### src/rtl/restoring_divider.sv
// rtl/restoring_divider.sv - sequential unsigned restoring divider, one quotient bit per clock
// Optional divide-by-zero fast path: DIV_ZERO_FAST_EN.
module restoring_divider #(
    parameter int DIVIDEND_W = 8,
    parameter int DIVISOR_W  = 4
) (
    input  logic                  clk,
    input  logic                  rst,
    input  logic                  start,
    input  logic [DIVIDEND_W-1:0] dividend,
    input  logic [DIVISOR_W-1:0]  divisor,
    output logic                  busy,
    output logic                  done,
    output logic [DIVIDEND_W-1:0] quotient,
    output logic [DIVISOR_W-1:0]  remainder,
    output logic                  div_by_zero
);

    localparam int CNT_W = $clog2(DIVIDEND_W + 1);
    localparam logic [CNT_W-1:0] LAST_ITER = CNT_W'(DIVIDEND_W - 1);

    typedef enum logic [1:0] {
        IDLE,
        RUN,
        DONE
    } state_t;

    state_t                  state;
    logic [DIVISOR_W-1:0]    r;
    logic [DIVIDEND_W-1:0]   q;
    logic [DIVISOR_W-1:0]    d;
    logic [CNT_W-1:0]        cnt;

    logic [DIVISOR_W:0]      r_shift;
    logic                    fit;
    logic [DIVISOR_W-1:0]    r_next;
    logic [DIVIDEND_W-1:0]   q_next;

    // Stored remainder drops the top bit: after a restore it is below the
    // divisor, and with a zero divisor the top bit is shifted out next cycle.
    always_comb begin
        r_shift = {r, q[DIVIDEND_W-1]};
        fit     = (r_shift >= {1'b0, d});
        r_next  = fit ? (r_shift[DIVISOR_W-1:0] - d) : r_shift[DIVISOR_W-1:0];
        q_next  = {q[DIVIDEND_W-2:0], fit};
    end

`ifdef DIV_ZERO_FAST_EN
    logic dbz_q;
    assign div_by_zero = dbz_q;
`else
    assign div_by_zero = 1'b0;
`endif

    always_ff @(posedge clk) begin
        if (rst) begin
            state     <= IDLE;
            r         <= '0;
            q         <= '0;
            d         <= '0;
            cnt       <= '0;
            busy      <= 1'b0;
            done      <= 1'b0;
            quotient  <= '0;
            remainder <= '0;
`ifdef DIV_ZERO_FAST_EN
            dbz_q     <= 1'b0;
`endif
        end else begin
            case (state)
                IDLE: begin
                    if (start) begin
                        state <= RUN;
                        busy  <= 1'b1;
                        r     <= '0;
                        q     <= dividend;
                        d     <= divisor;
                        cnt   <= '0;
                    end
                end
                RUN: begin
`ifdef DIV_ZERO_FAST_EN
                    if (d == '0) begin
                        // q still holds the untouched dividend on the first RUN cycle
                        state     <= DONE;
                        done      <= 1'b1;
                        quotient  <= '1;
                        remainder <= q[DIVISOR_W-1:0];
                        dbz_q     <= 1'b1;
                    end else
`endif
                    begin
                        r <= r_next;
                        q <= q_next;
                        if (cnt == LAST_ITER) begin
                            state     <= DONE;
                            done      <= 1'b1;
                            quotient  <= q_next;
                            remainder <= r_next;
`ifdef DIV_ZERO_FAST_EN
                            dbz_q     <= 1'b0;
`endif
                        end else begin
                            cnt <= cnt + 1'b1;
                        end
                    end
                end
                DONE: begin
                    state <= IDLE;
                    busy  <= 1'b0;
                    done  <= 1'b0;
                end
                default: begin
                    state <= IDLE;
                    busy  <= 1'b0;
                    done  <= 1'b0;
                end
            endcase
        end
    end

endmodule

### config.mk
export PLATFORM = sky130hd
export DESIGN_NAME = restoring_divider
export DESIGN_NICKNAME = d
export VERILOG_FILES = /design/src/rtl/restoring_divider.sv
export SDC_FILE = /design/constraint.sdc
export NUM_CORES = 1
export LEC_CHECK = 0
export BUFFER_PORTS_ARGS = -buffer_cell sky130_fd_sc_hd__clkbuf_2
export CAP_MARGIN = 5
export CORE_ASPECT_RATIO = 0.75
export CORE_UTILIZATION = 25
export CTS_CLUSTER_DIAMETER = 100
export DETAILED_ROUTE_END_ITERATION = 8
export GPL_ROUTABILITY_DRIVEN = 0
export PLACE_DENSITY = 0.51
export SYNTH_ARGS = -nofsm -noshare
export SYNTH_HDL_FRONTEND = slang
export SYNTH_SLANG_ARGS = --single-unit
### constraint.sdc
create_clock -name clk -period 3.3 [get_ports clk]
set_input_delay 0.66 -clock clk [delete_from_list [all_inputs] [get_ports clk]]
set_output_delay 0.66 -clock clk [all_outputs]
set_load 0.05 [all_outputs]
==> results_dict.tcl, run 1 <==
set metrics [dict create \
    tritoncts "built" \
    start_kind "input port" \
    p_comb_frac 0.169 \
    cts_buffers 5 \
    cts.clk_slew.worst_paths_ns 0.07 \
    area_delta_synth_final_pct 16.7 \
    tightest_slew_ns 0.619 \
    period_share 0.558 \
    grt_max_degree 30 \
    status "complete, no violations" \
    cts_max_path_buffers 2 \
    slew_violations 0 \
    rows 25 \
    fmax_mhz 543 \
    port_buffers 28 \
    netSwitchingPower_uw 264 \
    tns_ns 0 \
    cts.repair.resized 0 \
    antenna_found_initial 0 \
    drt_iter0_markers 50 \
    synth_edf_count 0 \
    async_reset_ff_frac 0 \
    hold_viol_final 0 \
    drt-total-wl_um 3780 \
    drcViolationCount 0 \
    grt_pass1_vias 1263 \
    fp.dieH_um 72.1 \
    dieArea_sq_um 6880 \
    synthFlopType "dfxtp_1" \
    cts_max_level 2 \
    period_needed_ns 1.84 \
    core_sq_um 6320 \
    worstHoldPathType "register to register" \
    crit_required_ns 3.48 \
    path_class "input port to register" \
    p_seq_frac 0.493 \
    syn_inst 186 \
    n_antenna_cell 0 \
    drive_above_1_share 0.227 \
    cts.sinks 36 \
    grt_pass1_wl_um 6380 \
    slew_headroom 0.587 \
    hpwl_um 2750 \
    initial_utilization 0.259 \
    mostFrequentLayoutCell "dfxtp_1" \
    ir_worst_vdd_v 0.000131 \
    p_leak_uw 0.000823 \
    clock_latency_ns 0.29 \
    yosysTopAreaCell "dfxtp_1" \
    syn_area_sq_um 1640 \
    placed_cells 284 \
    synth_seq_cells 36 \
    synth_top_area_frac 0.440 \
    mostFrequentLayoutCells "dfxtp_1, nand2_1, clkbuf_2" \
    synth_area_leaders "dfxtp_1, nand2_1, a21oi_1" \
    firstDrtPassIters 4 \
    crit_fanout 29 \
    crit_arrival_ns 2.02 \
    cts_post_setup_buffers_inserted 0 \
    antenna_left 0 \
    ys_types 47 \
    clockRootBuffer "clkbuf_8" \
    setup_violations 0 \
    routed-via-count 1329 \
    final_nets 231 \
    swShare 0.275 \
    clkPwrFrac 0.339 \
    end_kind "register" \
    p_int_uw 695 \
    syn_nets 207 \
    cts_hold_buf 0 \
    fin_skew_ns 0.00520 \
    syn_area_per_cell_sq_um 8.81 \
    synth_sequential_area_ratio 0.440 \
    boundaryPins 30 \
    wire_per_inst_um 13.0 \
    final_cells 292 \
    viasPerCell 4.55 \
    grt.total_usage 0.126 \
    die_w_um 95.5 \
    cap_violations 0 \
    gr-total-overflow 0 \
    yosysWarnings 0 \
    p_per_area_nw_per_um2 502 \
    rsz0062_at_grt "no" \
]
-- flip-flops by register name, summed over array words and instances, names as in the netlist --
signal	count
busy	1
cnt	4
d	4
done	1
q	8
quotient	8
r	4
remainder	4
state	2
-- stage by stage --
step           area (sq um)  hold slack, ns  worst slack (ns)  power [uW]  utilization
6_report               1910           0.454              1.46         959        0.302
5_1_grt                1910           0.482              1.27        1020        0.302
4_1_cts                1910           0.460              1.43         975        0.302
3_5_place_dp           1820           0.450              1.16         644        0.288
3_3_place_gp           1820           0.442              1.13         645        0.288
2_1_floorplan          1640           0.445              1.66         615            -
-- cell families after synthesis --
family | after synthesis | synth area share
other | 1 | 0.00229
AOI/OAI and AO/OA | 47 | 0.203
buffers and inverters | 21 | 0.0588
and+or+nand+nor | 65 | 0.186
DFF | 36 | 0.440
adders and majority gates | 6 | 0.0504
muxes | 7 | 0.0435
xor gates and xnor gates | 3 | 0.0160
-- routing by layer --
metal | track usage | share of wire
met5 | 0 | 0
met3 | 0.0419 | 0.055
met2 | 0.169 | 0.40
met1 | 0.186 | 0.54
met4 | 0.0415 | 0.0066
-- worst max-delay path: stages --
cell and delay, ns:
clkbuf_2 0.48, clkinv_1 0.45, and3_1 0.29, a21o_1 0.14
-- power groups by stage --
stage               Clock [uW]  Combinational [uW]  Sequential [uW]
global placement             0                 163              482
global route               359                 181              475
finish                     325                 162              472
CTS                        340                 163              472
detailed placement           0                 162              482
floorplan                    0                 137              478
-- worst paths after layout --
path                            startpoint                   endpoint  slack [ns]  cells past startpoint
hold / removal    quotient[6]$_SDFFE_PP0P_   quotient[6]$_SDFFE_PP0P_        0.45                      2
setup / recovery                       rst  remainder[0]$_SDFFE_PP0P_        1.46                      4
setup reg to reg     state[0]$_SDFFE_PP0P_  remainder[0]$_SDFFE_PP0P_        1.46                      4
hold reg to reg   quotient[6]$_SDFFE_PP0P_   quotient[6]$_SDFFE_PP0P_        0.45                      2
-- cell type report --
type                    count  area, sq um
clock buffers               8         90.1
well taps                  81          101
inverters                  10         37.5
multi-input cells         129          821
fillers                   696         4410
flip-flops and latches     36          721
repair buffers             28          140
-- Yosys cell counts (2+ instances only) --
cell type	instances
a211oi_1	2
a21o_1	2
a21oi_1	17
a2bb2oi_1	4
a311oi_1	2
buf_2	5
clkbuf_1	4
dfxtp_1	36
ha_1	5
inv_1	8
mux2i_1	6
nand2_1	28
nand3_1	2
nor2_1	22
nor3_1	2
o21ai_0	2
o221a_2	4
o31ai_1	4
xor2_1	3
Note: power is estimated with default switching activity, not from simulation.
==> run 2, diff against run 1 <==
Settings changed: ABC_AREA set to 1.
Clock period 3.3 ns to 1.9 ns, I/O delays scaled along.
==> run 2 against run 1 <==
  * Sequential cell count unchanged
  * Clock power is 58% higher
  * Combinational power increased by 120%
  * Area after synthesis is 2.1% higher
  * Cell count rose by 15%
  * Critical path depth grew 6
  * Sequential share of layout area shrank 1.0 points
  * Critical endpoint is now remainder[3]$_SDFFE_PP0P_
  * Largest power group unchanged
  * Highest routed layer unchanged
==> results_dict.tcl, run 2 <==
set metrics [dict create \
    status "complete, no violations" \
    cts.sinks 36 \
    grt_pass1_wl_um 6170 \
    r2r_end "remainder[3]$_SDFFE_PP0P_" \
    p_comb_frac 0.210 \
    power_uw 1680 \
    cp_top_family "simple AND/OR/NAND/NOR gates" \
    start_kind "register" \
    cts.clk_slew.worst_paths_ns 0.07 \
    p_seq_frac 0.484 \
    hold_viol_final 0 \
    drive_above_1_share 0.216 \
    fin_skew_ns 0.00411 \
    slowest_stage "ha_1" \
    cts_hold_buf 0 \
    path_class "register to register" \
    ys_top_cells_by_count "nand2_1, dfxtp_1, inv_1" \
    reg_top3 "q: 8 flops, quotient: 8 flops" \
    fp.dieH_um 72.8 \
    p_int_uw 1160 \
    drt_iter0_markers 62 \
    p_per_area_nw_per_um2 854 \
    layout_setup_ws_ns 0.229 \
    netSwitchingPower_uw 514 \
    antenna_found_initial 0 \
    cts_buffers 5 \
    wire_per_inst_um 11.1 \
    fmax_mhz 598 \
    drt-total-wl_um 3740 \
    worstHoldPathType "input port to register" \
    synthMuxAreaShare 0 \
    slew_violations 0 \
    cap_violations 0 \
    synthAdderAreaFrac 0.0494 \
    crit_required_ns 2.08 \
    synthSimpleGateAreaFrac 0.278 \
    die_w_um 96.4 \
    viasPerCell 4.31 \
    tns_ns 0 \
    tritoncts "built" \
    synth_sequential_area_ratio 0.431 \
    critPathMaxStageDelay_ns 0.33 \
    end_kind "register" \
    synth_edf_count 0 \
    mostFrequentLayoutCells "nand2_1, dfxtp_1, clkbuf_2" \
    rows 25 \
    dieArea_sq_um 7020 \
    cts.repair.resized 0 \
    syn_area_per_cell_sq_um 7.43 \
    initial_utilization 0.262 \
    synth_top_area_frac 0.431 \
    slew_headroom 0.628 \
    critPathCapture "remainder[3]$_SDFFE_PP0P_" \
    setup_violations 0 \
    synthFlopType "dfxtp_1" \
    cts_post_setup_buffers_inserted 0 \
    yosysMostFrequentCell "nand2_1" \
    grt.total_usage 0.117 \
    cp-startpoint "d[2]$_SDFFE_PP0P_" \
    final_cells 336 \
    synth_seq_cells 36 \
    syn_inst 225 \
    hpwl_um 2760 \
    yosysWarnings 0 \
    drcViolationCount 0 \
    firstDrtPassIters 4 \
    period_share 0.880 \
    ys_types 30 \
    synth_area_leaders "dfxtp_1, nand2_1, inv_1" \
    cts_max_level 2 \
    tightest_slew_ns 0.555 \
    r2r-start "d[2]$_SDFFE_PP0P_" \
    boundaryPins 30 \
    yosys.area_share.xor_xnor 0.00524 \
    antenna_left 0 \
    ff2ff_path_depth 10 \
    cts_max_path_buffers 2 \
    gr-total-overflow 0 \
    clockRootBuffer "clkbuf_8" \
    critPathMostFrequentCell "nand2_1" \
    ir_worst_vdd_v 0.000359 \
    synth_top_family_by_area "simple AND/OR/NAND/NOR gates" \
    core_sq_um 6380 \
    routed-via-count 1449 \
    crit_arrival_ns 1.85 \
    min_path_cells 3 \
    clock_latency_ns 0.28 \
    place_ws_ns 0.218 \
    grt_max_degree 19 \
    rsz0062_at_grt "no" \
    p_leak_uw 0.000933 \
    swShare 0.306 \
    grt_pass1_vias 1370 \
    final_nets 276 \
    cp_num_buf_inv 2 \
    placed_cells 329 \
    async_reset_ff_frac 0 \
    n_antenna_cell 0 \
    period_needed_ns 1.67 \
    port_buffers 28 \
    syn_nets 246 \
    area_delta_synth_final_pct 17.5 \
    r2r_slack_ns 0.23 \
    syn_area_sq_um 1670 \
    yosysTopAreaCell "dfxtp_1" \
    worst-path-stages 10 \
    synth-compound-area-share 0.131 \
    path_cells "inv_1 -> ha_1 -> a21oi_2 -> nand2_1 -> nand2_1 -> nand2_2 -> nand2_1 -> nand2_1 -> o21ai_0 -> inv_1" \
    mostFrequentLayoutCell "nand2_1" \
    clkPwrFrac 0.306 \
    crit_fanout 6 \
]
## run 2: power by group through the flow
stage	clock (uW)	sequential, uW	combinational, uW
CTS	539	812	352
finish	513	812	353
global route	565	816	398
floorplan	0	831	270
global placement	0	830	350
detailed placement	0	829	350
## run 2: per-layer routing
metal,wire [um],share of wire,track usage,vias up
li1,-,-,-,773
met1,2040,0.55,0.160,637
met2,1430,0.38,0.169,33
met3,212,0.057,0.0385,6
met4,46,0.012,0.0474,0
met5,0,0,0,-
## run 2: worst min path at each step
stage / to / slack (ns) / start
final: d[0]$_SDFFE_PP0P_ / 0.31 / divisor[0]
after global placement: d[2]$_SDFFE_PP0P_ / 0.45 / d[2]$_SDFFE_PP0P_
after floorplan: d[0]$_SDFFE_PP0P_ / 0.42 / d[0]$_SDFFE_PP0P_
after global routing: d[0]$_SDFFE_PP0P_ / 0.31 / divisor[0]
after CTS: d[0]$_SDFFE_PP0P_ / 0.31 / divisor[0]
after detailed placement: quotient[2]$_SDFFE_PP0P_ / 0.45 / q[1]$_SDFFE_PP0P_
## run 2: kinds of logic (layout without fill, tap and decap cells)
kind of cell    Yosys count  in the layout
other cells               1              1
fa+ha+maj                 6              6
xor+xnor                  1              1
flops                    36             36
simple gates            103            103
compound gates           38             38
buf+inv                  40             70
## run 2: through the flow
step	cell area [sq um]	utilization	hold WS, ns
final	1960	0.308	0.313
after global placement	1880	0.295	0.449
after CTS	1960	0.307	0.306
after floorplan	1670	-	0.423
after detailed placement	1880	0.295	0.450
after global routing	1960	0.308	0.310
## run 2: cell type report
type	count	area, sq um
Fill cell	730	4420
Multi-Input combinational cell	149	783
Sequential cell	36	721
Timing Repair Buffer	30	155
Inverter	33	126
Tap cell	81	101
Clock buffer	6	72.6
Clock inverter	1	5.00
## run 2: worst reg2reg max path, delay by kind of cell, from the launching register on
kind | cells | cell delay (ns)
simple gates | 5 | 0.50
fa+ha+maj | 1 | 0.34
buf+inv | 2 | 0.10
compound gates | 2 | 0.32
flops | 1 | 0.31
